## src/rtl/riscv_pkg.sv

```systemverilog
// rtl/riscv_pkg.sv - shared RISC-V pipeline types and constants
// Purpose: opcode and funct3 encodings, MEM stage FSM states and the
//          MEM-to-WB payload record.
// Ports:   none (package).
package riscv_pkg;

    localparam logic [6:0] OPCODE_LOAD    = 7'b0000011;
    localparam logic [6:0] OPCODE_STORE   = 7'b0100011;
    localparam logic [6:0] OPCODE_REG_IMM = 7'b0010011;
    localparam logic [6:0] OPCODE_REG_REG = 7'b0110011;
    localparam logic [6:0] OPCODE_LUI     = 7'b0110111;
    localparam logic [6:0] OPCODE_AUIPC   = 7'b0010111;
    localparam logic [6:0] OPCODE_JAL     = 7'b1101111;
    localparam logic [6:0] OPCODE_JALR    = 7'b1100111;
    localparam logic [6:0] OPCODE_BRANCH  = 7'b1100011;

    localparam logic [2:0] F3_LB  = 3'd0;
    localparam logic [2:0] F3_LH  = 3'd1;
    localparam logic [2:0] F3_LW  = 3'd2;
    localparam logic [2:0] F3_LBU = 3'd4;
    localparam logic [2:0] F3_LHU = 3'd5;
    localparam logic [2:0] F3_SB  = 3'd0;
    localparam logic [2:0] F3_SH  = 3'd1;
    localparam logic [2:0] F3_SW  = 3'd2;

    typedef enum logic [1:0] {
        IDLE = 2'd0,
        REQ  = 2'd1,
        WAIT = 2'd2
    } mem_state_t;

    typedef struct packed {
        logic [4:0]  rd;
        logic [31:0] result;
        logic        reg_write;
    } mem_wb_t;

endpackage

```

## src/rtl/lsu_load_align.sv

```systemverilog
// rtl/lsu_load_align.sv - load data lane select and sign/zero extension
// Purpose: picks the addressed byte/half out of a fetched word and extends it.
// Ports:   rdata  - word returned by data memory
//          lane   - effective address bits [1:0]
//          funct3 - load size/sign encoding
//          value  - extended result for writeback
module lsu_load_align
    import riscv_pkg::*;
#(
    parameter int N = 32
) (
    input  logic [N-1:0] rdata,
    input  logic [1:0]   lane,
    input  logic [2:0]   funct3,
    output logic [N-1:0] value
);

    logic [7:0]  byte_sel;
    logic [15:0] half_sel;

    always_comb begin
        byte_sel = rdata[{lane, 3'b000} +: 8];
        half_sel = lane[1] ? rdata[31:16] : rdata[15:0];
        value    = rdata;
        case (funct3)
            F3_LB:   value = {{24{byte_sel[7]}}, byte_sel};
            F3_LH:   value = {{16{half_sel[15]}}, half_sel};
            F3_LBU:  value = {24'd0, byte_sel};
            F3_LHU:  value = {16'd0, half_sel};
            default: value = rdata;
        endcase
    end

endmodule

```

## src/rtl/memory_stage.sv

```systemverilog
// rtl/memory_stage.sv - RISC-V MEM stage with req/gnt/rvalid data port
// Purpose: executes loads/stores, passes ALU results through, and holds a
//          registered payload for writeback with upstream backpressure.
// Ports:   clk, rst_n                   - clock, synchronous active-low reset
//          em_*                         - execute result input handshake/payload
//          dmem_req/we/be/addr/wdata    - data memory request (held until gnt)
//          dmem_gnt/rvalid/rdata        - data memory accept / load response
//          mw_valid/ready/rd/result/reg_write - writeback payload handshake
//          mem_fault                    - one-cycle misaligned/illegal pulse
module memory_stage
    import riscv_pkg::*;
#(
    parameter int N      = 32,
    parameter int ADDR_W = 32
) (
    input  logic              clk,
    input  logic              rst_n,
    input  logic              em_valid,
    output logic              em_ready,
    input  logic [6:0]        em_opcode,
    input  logic [2:0]        em_funct3,
    input  logic [4:0]        em_rd,
    input  logic [N-1:0]      em_alu_result,
    input  logic [N-1:0]      em_rs2_data,
    output logic              dmem_req,
    output logic              dmem_we,
    output logic [3:0]        dmem_be,
    output logic [ADDR_W-1:0] dmem_addr,
    output logic [N-1:0]      dmem_wdata,
    input  logic              dmem_gnt,
    input  logic              dmem_rvalid,
    input  logic [N-1:0]      dmem_rdata,
    output logic              mw_valid,
    input  logic              mw_ready,
    output logic [4:0]        mw_rd,
    output logic [N-1:0]      mw_result,
    output logic              mw_reg_write,
    output logic              mem_fault
);

    mem_state_t state, state_next;
    mem_wb_t    mw_q;

    logic       accept;
    logic       is_load, is_store, is_alu;
    logic       illegal_f3, misaligned;
    logic       mem_ok, mem_bad;
    logic [3:0] be_next;
    logic [N-1:0] wdata_next;
    logic [2:0] funct3_q;
    logic [1:0] lane_q;
    logic [4:0] rd_q;
    logic [N-1:0] load_value;

    assign em_ready = (state == IDLE) && (!mw_valid || mw_ready);
    assign accept   = em_valid && em_ready;
    assign dmem_req = (state == REQ);

    always_comb begin
        is_load  = (em_opcode == OPCODE_LOAD);
        is_store = (em_opcode == OPCODE_STORE);
        is_alu   = (em_opcode == OPCODE_REG_IMM) || (em_opcode == OPCODE_REG_REG) ||
                   (em_opcode == OPCODE_LUI)     || (em_opcode == OPCODE_AUIPC)   ||
                   (em_opcode == OPCODE_JAL)     || (em_opcode == OPCODE_JALR);

        illegal_f3 = 1'b0;
        if (is_load)
            illegal_f3 = (em_funct3 == 3'd3) || (em_funct3 == 3'd6) || (em_funct3 == 3'd7);
        else if (is_store)
            illegal_f3 = (em_funct3 > 3'd2);

        // funct3[1:0] encodes size for both loads and stores: 0=B, 1=H, 2=W
        misaligned = 1'b0;
        case (em_funct3[1:0])
            2'd1:    misaligned = em_alu_result[0];
            2'd2:    misaligned = (em_alu_result[1:0] != 2'b00);
            default: misaligned = 1'b0;
        endcase

        mem_ok  = (is_load || is_store) && !illegal_f3 && !misaligned;
        mem_bad = (is_load || is_store) && (illegal_f3 || misaligned);

        be_next    = 4'b1111;
        wdata_next = em_rs2_data;
        case (em_funct3[1:0])
            2'd0: begin
                be_next    = 4'b0001 << em_alu_result[1:0];
                wdata_next = {4{em_rs2_data[7:0]}};
            end
            2'd1: begin
                be_next    = em_alu_result[1] ? 4'b1100 : 4'b0011;
                wdata_next = {2{em_rs2_data[15:0]}};
            end
            default: begin
                be_next    = 4'b1111;
                wdata_next = em_rs2_data;
            end
        endcase
    end

    always_ff @(posedge clk) begin
        if (!rst_n)
            state <= IDLE;
        else
            state <= state_next;
    end

    always_comb begin
        state_next = state;
        case (state)
            IDLE:    if (accept && mem_ok) state_next = REQ;
            REQ:     if (dmem_gnt) state_next = dmem_we ? IDLE : WAIT;
            WAIT:    if (dmem_rvalid) state_next = IDLE;
            default: state_next = IDLE;
        endcase
    end

    lsu_load_align #(.N(N)) u_align (
        .rdata  (dmem_rdata),
        .lane   (lane_q),
        .funct3 (funct3_q),
        .value  (load_value)
    );

    always_ff @(posedge clk) begin
        if (!rst_n) begin
            dmem_we   <= 1'b0;
            dmem_be   <= 4'd0;
            dmem_addr <= '0;
            dmem_wdata <= '0;
            funct3_q  <= 3'd0;
            lane_q    <= 2'd0;
            rd_q      <= 5'd0;
            mw_valid  <= 1'b0;
            mw_q      <= '0;
            mem_fault <= 1'b0;
        end else begin
            mem_fault <= accept && mem_bad;

            if (accept && mem_ok) begin
                dmem_we    <= is_store;
                dmem_be    <= be_next;
                dmem_addr  <= {em_alu_result[ADDR_W-1:2], 2'b00};
                dmem_wdata <= wdata_next;
                funct3_q   <= em_funct3;
                lane_q     <= em_alu_result[1:0];
                rd_q       <= em_rd;
            end

            // The FSM only leaves IDLE with mw empty, so a load response
            // can always be captured without checking mw_ready.
            if (accept && is_alu) begin
                mw_valid       <= 1'b1;
                mw_q.rd        <= em_rd;
                mw_q.result    <= em_alu_result;
                mw_q.reg_write <= (em_rd != 5'd0);
            end else if ((state == WAIT) && dmem_rvalid) begin
                mw_valid       <= 1'b1;
                mw_q.rd        <= rd_q;
                mw_q.result    <= load_value;
                mw_q.reg_write <= (rd_q != 5'd0);
            end else if (mw_ready) begin
                mw_valid <= 1'b0;
            end
        end
    end

    assign mw_rd        = mw_q.rd;
    assign mw_result    = mw_q.result;
    assign mw_reg_write = mw_q.reg_write;

endmodule

```

## config.mk

```make
export PLATFORM = sky130hd
export DESIGN_NAME = memory_stage
export DESIGN_NICKNAME = d
export VERILOG_FILES = /design/src/rtl/riscv_pkg.sv /design/src/rtl/lsu_load_align.sv /design/src/rtl/memory_stage.sv
export SDC_FILE = /design/constraint.sdc
export NUM_CORES = 1
export LEC_CHECK = 0
export CAP_MARGIN = 20
export CORE_MARGIN = 3
export CORE_UTILIZATION = 48
export CTS_CLUSTER_DIAMETER = 80
export DETAILED_ROUTE_END_ITERATION = 10
export GPL_TIMING_DRIVEN = 0
export PLACE_DENSITY_LB_ADDON = 0.25
export SYNTH_ARGS = -nofsm -noshare
export SYNTH_HDL_FRONTEND = slang
export SYNTH_SLANG_ARGS = --single-unit
```

## constraint.sdc

```tcl
create_clock -name clk -period 7 [get_ports clk]
set_input_delay 1.05 -clock clk [delete_from_list [all_inputs] [get_ports clk]]
set_output_delay 1.05 -clock clk [all_outputs]
set_load 0.05 [all_outputs]
```

* After elaboration in Yosys (flattened, before gate mapping)
Index checks and enable logic that the tools add are counted.
** Storage, ports and cells
- Register bits :: 119
- Bits of input ports :: 117
** Operators by class
- $lt $le $gt $ge :: 1
- Equality and inequality tests :: 21
- Shift-type cells :: 2
- Mux-type cells :: 18
- Reduce and logical (&&, ||, !) cells :: 31
** Operator list (count)
- case mux 32 bit (4 select lines) :: 1
- 2-to-1 mux 38 bit :: 2
- case mux 32 bit (2 select lines) :: 1
- indexed part select 32 x 6 -> 8 bit :: 1
- == test 7 x 6 -> 1 bit (second input constant) :: 3
- 2-to-1 mux 16 bit :: 1
- == test 7 x 5 -> 1 bit (second input constant) :: 2
- == test 7 bit (second input constant) :: 2
- == test 3 bit (second input constant) :: 4
- logical OR 1 bit :: 10
- nonzero test 5 bit :: 2
- logical AND 1 bit :: 9
- 2-to-1 mux 2 bit :: 4
- case mux 4 bit (2 select lines) :: 1
- == test 7 x 2 -> 1 bit (second input constant) :: 1
- case mux 2 bit (3 select lines) :: 1
- 2-to-1 mux 1 bit :: 5
- == test 2 x 1 -> 1 bit (second input constant) :: 2
- == test 2 bit (second input constant) :: 2
- logical NOT 2 bit :: 2
- 2-to-1 mux 4 bit :: 1
- inequality test 2 x 1 -> 1 bit (second input constant) :: 2
- nonzero test 2 bit :: 2
- left shift 1 x 2 -> 4 bit (first input constant) :: 1
- other kinds (9) :: 11

* Longest topological paths before layout
- Word-level depth :: 10
- Depth in mapped cells :: 10
- Gate-level depth less buffers :: 6

* By module
Synthesis repeated with hierarchy kept, for this count alone.
** Unflattened totals
- Cells, all modules :: 704
- Area total of the unflattened synthesis :: 6323.6 µm²
** Modules (own cells, without submodules)
- memory_stage :: times used 1, cells each 586, area each 5562.8 µm²
- lsu_load_align :: times used 1, cells each 118, area each 760.7 µm²

* Worst setup path after synthesis
No wires, ideal clock.
- Path kind :: in2reg
- Start point :: input port em_funct3[1]
- End point :: register dmem_addr[2]
- Data arrival time :: 2909 ps
- Path slack :: 4019 ps
- Cell stages on the path :: 10
- Path through :: clkbuf_1 > inv_1 > ha_1 > o211a_1 > a31oi_2 > and3_1 > buf_4 > buf_8 > buf_12 > mux2i_1
** On the way
- Word-level cells in the longest chain between the ends :: 8
- Elaborated cells on any way between the ends :: 16
- Those cells by class :: 1 x order compare; 5 x eq/ne; 3 x mux; 7 x reduce/logical
** Ends and longest elaborated chain
- start: declaration :: line memory_stage.sv:21 : input logic [2:0] em_funct3,
- parallel branches: the longest is 6 deep, another holds greater-than comparator 3 x 2 -> 1 bit
- logical AND 1 bit * :: line memory_stage.sv:80 : mem_ok = (is_load || is_store) && !illegal_f3 && !misaligned;
- logical AND 1 bit * :: line memory_stage.sv:140 : if (accept && mem_ok) begin
- end signal: assignment :: line memory_stage.sv:143 : dmem_addr <= {em_alu_result[ADDR_W-1:2], 2'b00};
- end: declaration :: line memory_stage.sv:28 : output logic [ADDR_W-1:0] dmem_addr,
Every way passes the cells marked *.
A chain may end at the register's enable or synchronous reset.

* Final worst setup path
- Start point :: input port em_funct3[1]
- End point :: register dmem_wdata[26]
** On the way
- Word-level cells in the longest chain between the ends :: 8
- Elaborated cells on any way between the ends :: 18
- Those cells by class :: 1 x order compare; 5 x eq/ne; 4 x mux; 8 x reduce/logical
** Ends and longest elaborated chain
- parallel branches: the longest is 8 deep, another holds greater-than comparator 3 x 2 -> 1 bit
- end signal: assignment :: line memory_stage.sv:144 : dmem_wdata <= wdata_next;
- end: declaration :: line memory_stage.sv:29 : output logic [N-1:0] dmem_wdata,
Several ways; the timed one is not identified.

==> flow_summary_export.csv <==
group,metric,value,unit
pwr,p_leak,3.204,nW
routing,drt_pass1_iterations,4,
clock_network,cts_repair_resize_count,0,
clock_network,insertion_delay,0.42,ns
sta,finalHoldViolCount,0,
routing,drc_errors,0,
clock_network,htree_num_levels,4,
finish,multi_input_area,3044,um2
floorplan,start_util,50.09,%
yosys,synth_xor_xnor_area_share,0,%
sta,layout_worst_path_cycle_share,53.27,%
yosys,synth_warn,0,
routing,drt_wl_total,22150,um
clock_network,tritoncts.num_buffers,17,
placement,dpl.cell_count,1024,
grt,met2_usage,52.44,%
sta,timing.fmax,0.2682,GHz
sta,max_slew_margin,47.18,%
floorplan,design.core.area,11610,um2
clock_network,cts_root_buffer,"sky130_fd_sc_hd__clkbuf_16",
sta,rsz0062_at_grt,"no",
setup_path,worstPathMaxFanout,10,
grt,grt-ovfl-total,0,
finish,finalNetCount,1021,
clock_network,clkTransAtPathRegs,0.05,ns
yosys,post_synth_and_or_nand_nor_area_fraction,16.93,%
clock_network,holdBufCountCts,0,
clock_network,cts_num_sinks,119,
run,max_cap_viol_count,0,
finish,antennaDiodeCount,0,
clock_network,ctsLongestPathBuffers,2,
grt,maximum_number_of_pins_on_one_net_before_global_route_repair,17,
floorplan,die_area,13480,um2
yosys,synth_area_leaders,"sky130_fd_sc_hd__dfxtp_1 41%, sky130_fd_sc_hd__mux2i_1 10%, sky130_fd_sc_hd__nand2_1 9.3%",
sta,finalCriticalPeriod,3.729,ns
grt,grt_pass1_vias,6197,
yosys,synthDistinctLibCells,57,
clock_network,post_cts_setup_repair_bufs,0,
yosys,synth-compound-area-share,22.89,%
grt,global_route_met1_utilization,42.70,%
routing,routed-via-count,6373,
pwr,power.total,1.652,mW
routing,routed_length_per_instance,21.06,um
finish,layout.filler_cells,877,
yosys,synthCells,655,
yosys,synth_largest_area_cell,"sky130_fd_sc_hd__dfxtp_1",
finish,finish.cell_count_without_fillers,1052,
placement,routability_driven_placement_congestion_ratio,0.9715,
setup_path,critical_path.reg2reg.startpoint,"state[1]",
grt,grtUsageTotal,32.39,%
routing,antenna_left,0,
min_path,worst_min_delay_path_class,"reg -> reg",
setup_path,path_class,"in -> reg",
yosys,synth_area,5817,um2
floorplan,pin_count,228,
routing,detail_route.vias_per_cell,6.058,
pwr,worst_vdd_drop,0.0001858,V
setup_path,end_kind,"flip-flop",
yosys,async_reset_ff_share,0,%
placement,placed_area,8252,um2
grt,grt_antenna_before_repair,0,
grt,grt-busiest-layer,"met2",
min_path,holdCritStartpoint,"dmem_addr[20]",
sta,timing.clock.skew,0.006698,ns
yosys,synth_fa_ha_area_share,0.8604,%
clock_network,tritoncts,"done",
grt,use_met3,6.423,%
yosys,synth_top_family_by_area,"compound AO/OA/AOI/OAI gates",
yosys,number_of_enable_flip_flop_cells_after_synthesis,0,
placement,port_buffers,225,
setup_path,cp-startpoint,"em_funct3[1]",
sta,hold_slack,0.4575,ns
yosys,ys_flop_type,"sky130_fd_sc_hd__dfxtp_1",
sta,timing.setup.tns,0,ns
finish,design_area,8766,um2
finish,ff_latch_area,2382,um2
finish,drive_gt1_share,8.801,%
finish,layout-area-overhead-vs-synth,50.70,%
floorplan,chipWidth,116.1,um
routing,detail_route.iter0.violations,644,
placement,dp_hpwl,16820,um
outcome,status,"finished clean",
yosys,ys_ff_latch,119,
pwr,pwr_density_cell,188.5,nW/um2
floorplan,die_height,116.1,um
setup_path,arrival,4.03,ns
grt,grt_first_pass_wirelength,33550,um
setup_path,cp-start-kind,"input pin",
floorplan,std_cell_rows,39,
sta,finalSetupViolCount,0,
sta,timing.final.max_slew_violations,0,
setup_path,worst_ep_required_time,7.31,ns
sta,worst_slew_pin_slew,0.7923,ns
yosys,post_synth.cell_area_avg,8.881,um2
yosys,synthMuxAreaShare,11.53,%
yosys,yosysTopAreaCellShare,40.96,%
yosys,part_of_the_yosys_area_used_for_sequential_elements,40.96,%
[cell type report]
cell class                      instances  share of cell area (%)
Sequential cell                       119                   27.18
Buffer                                 64                   4.196
Clock buffer                           24                   5.609
Clock inverter                          4                  0.2569
Timing Repair Buffer                  225                   25.69
Tap cell                              143                   2.041
Inverter                                7                  0.2997
Multi-Input combinational cell        466                   34.73
[registers in the layout, summed over array words and instances, names as in the netlist, 3 cells and up]
signal      cells
mw_rd           5
mw_result      32
dmem_wdata     32
dmem_be         4
funct3_q        3
dmem_addr      30
rd_q            5
[power by group]
part           internal [mW]  switching (mW)
Combinational         0.0921           0.104
Clock                  0.479           0.293
Sequential             0.682         0.00218
Total                   1.25           0.399
[cell families after synthesis]
group / Yosys count
AOI/OAI and AO/OA: 174
adders and majority gates: 4
buffers and inverters: 71
DFF: 119
muxes: 66
other: 1
and+or+nand+nor: 220
[layer usage]
layer,wire [um],vias up
met5,0,-
met4,628,0
met2,10620,332
met3,1542,48
li1,-,2901
met1,9359,3092
[cell usage after synthesis, types with 11 or more instances]
library cell               instances
sky130_fd_sc_hd__dfxtp_1         119
sky130_fd_sc_hd__nor2_1           15
sky130_fd_sc_hd__a311oi_1         28
sky130_fd_sc_hd__buf_2            18
sky130_fd_sc_hd__nand2_1         144
sky130_fd_sc_hd__nand3_1          11
sky130_fd_sc_hd__o21ai_0          22
sky130_fd_sc_hd__a22oi_1          12
sky130_fd_sc_hd__a31oi_1          28
sky130_fd_sc_hd__a221oi_1         16
sky130_fd_sc_hd__nand2b_1         12
sky130_fd_sc_hd__mux2i_1          58
sky130_fd_sc_hd__clkbuf_1         31
[final timing paths]
path	slack, ns	to	cells past startpoint
max	3.27	dmem_wdata[26]	9
min	0.46	dmem_addr[20]	2
max reg2reg	5.03	mw_result[11]	5
min reg2reg	0.46	dmem_addr[20]	2
[critical path, cell delays in order]
cell and delay [ns]:
sky130_fd_sc_hd__clkdlybuf4s50_1 0.55, sky130_fd_sc_hd__clkbuf_1 0.63, sky130_fd_sc_hd__inv_1 0.16, sky130_fd_sc_hd__ha_1 0.28, sky130_fd_sc_hd__o211a_1 0.25, sky130_fd_sc_hd__a31oi_2 0.21, sky130_fd_sc_hd__clkbuf_1 0.41, sky130_fd_sc_hd__a31oi_1 0.17
sky130_fd_sc_hd__a311oi_1 0.31
[cells in the final DEF, fill, tap and decap left out, types with 12 or more instances in the layout]
cell type                         instances
sky130_fd_sc_hd__a221oi_1                16
sky130_fd_sc_hd__a22oi_1                 12
sky130_fd_sc_hd__a311oi_1                28
sky130_fd_sc_hd__a31oi_1                 28
sky130_fd_sc_hd__buf_2                   18
sky130_fd_sc_hd__clkbuf_1                34
sky130_fd_sc_hd__clkbuf_16               17
sky130_fd_sc_hd__clkdlybuf4s50_1        225
sky130_fd_sc_hd__dfxtp_1                119
sky130_fd_sc_hd__mux2i_1                 58
sky130_fd_sc_hd__nand2_1                144
sky130_fd_sc_hd__nand2b_1                12
sky130_fd_sc_hd__nor2_1                  15
sky130_fd_sc_hd__o21ai_0                 22
[stage by stage]
| stage | setup WS (ns) | util, % |
|---|---|---|
| floorplan | 4.019 | - |
| detailed placement | 2.964 | 71.05 |
| finish | 3.271 | 75.48 |
| global route | 3.197 | 75.48 |
| CTS | 3.306 | 75.48 |
| global placement | 3.090 | 71.05 |
(Power assumes the default switching activity.)
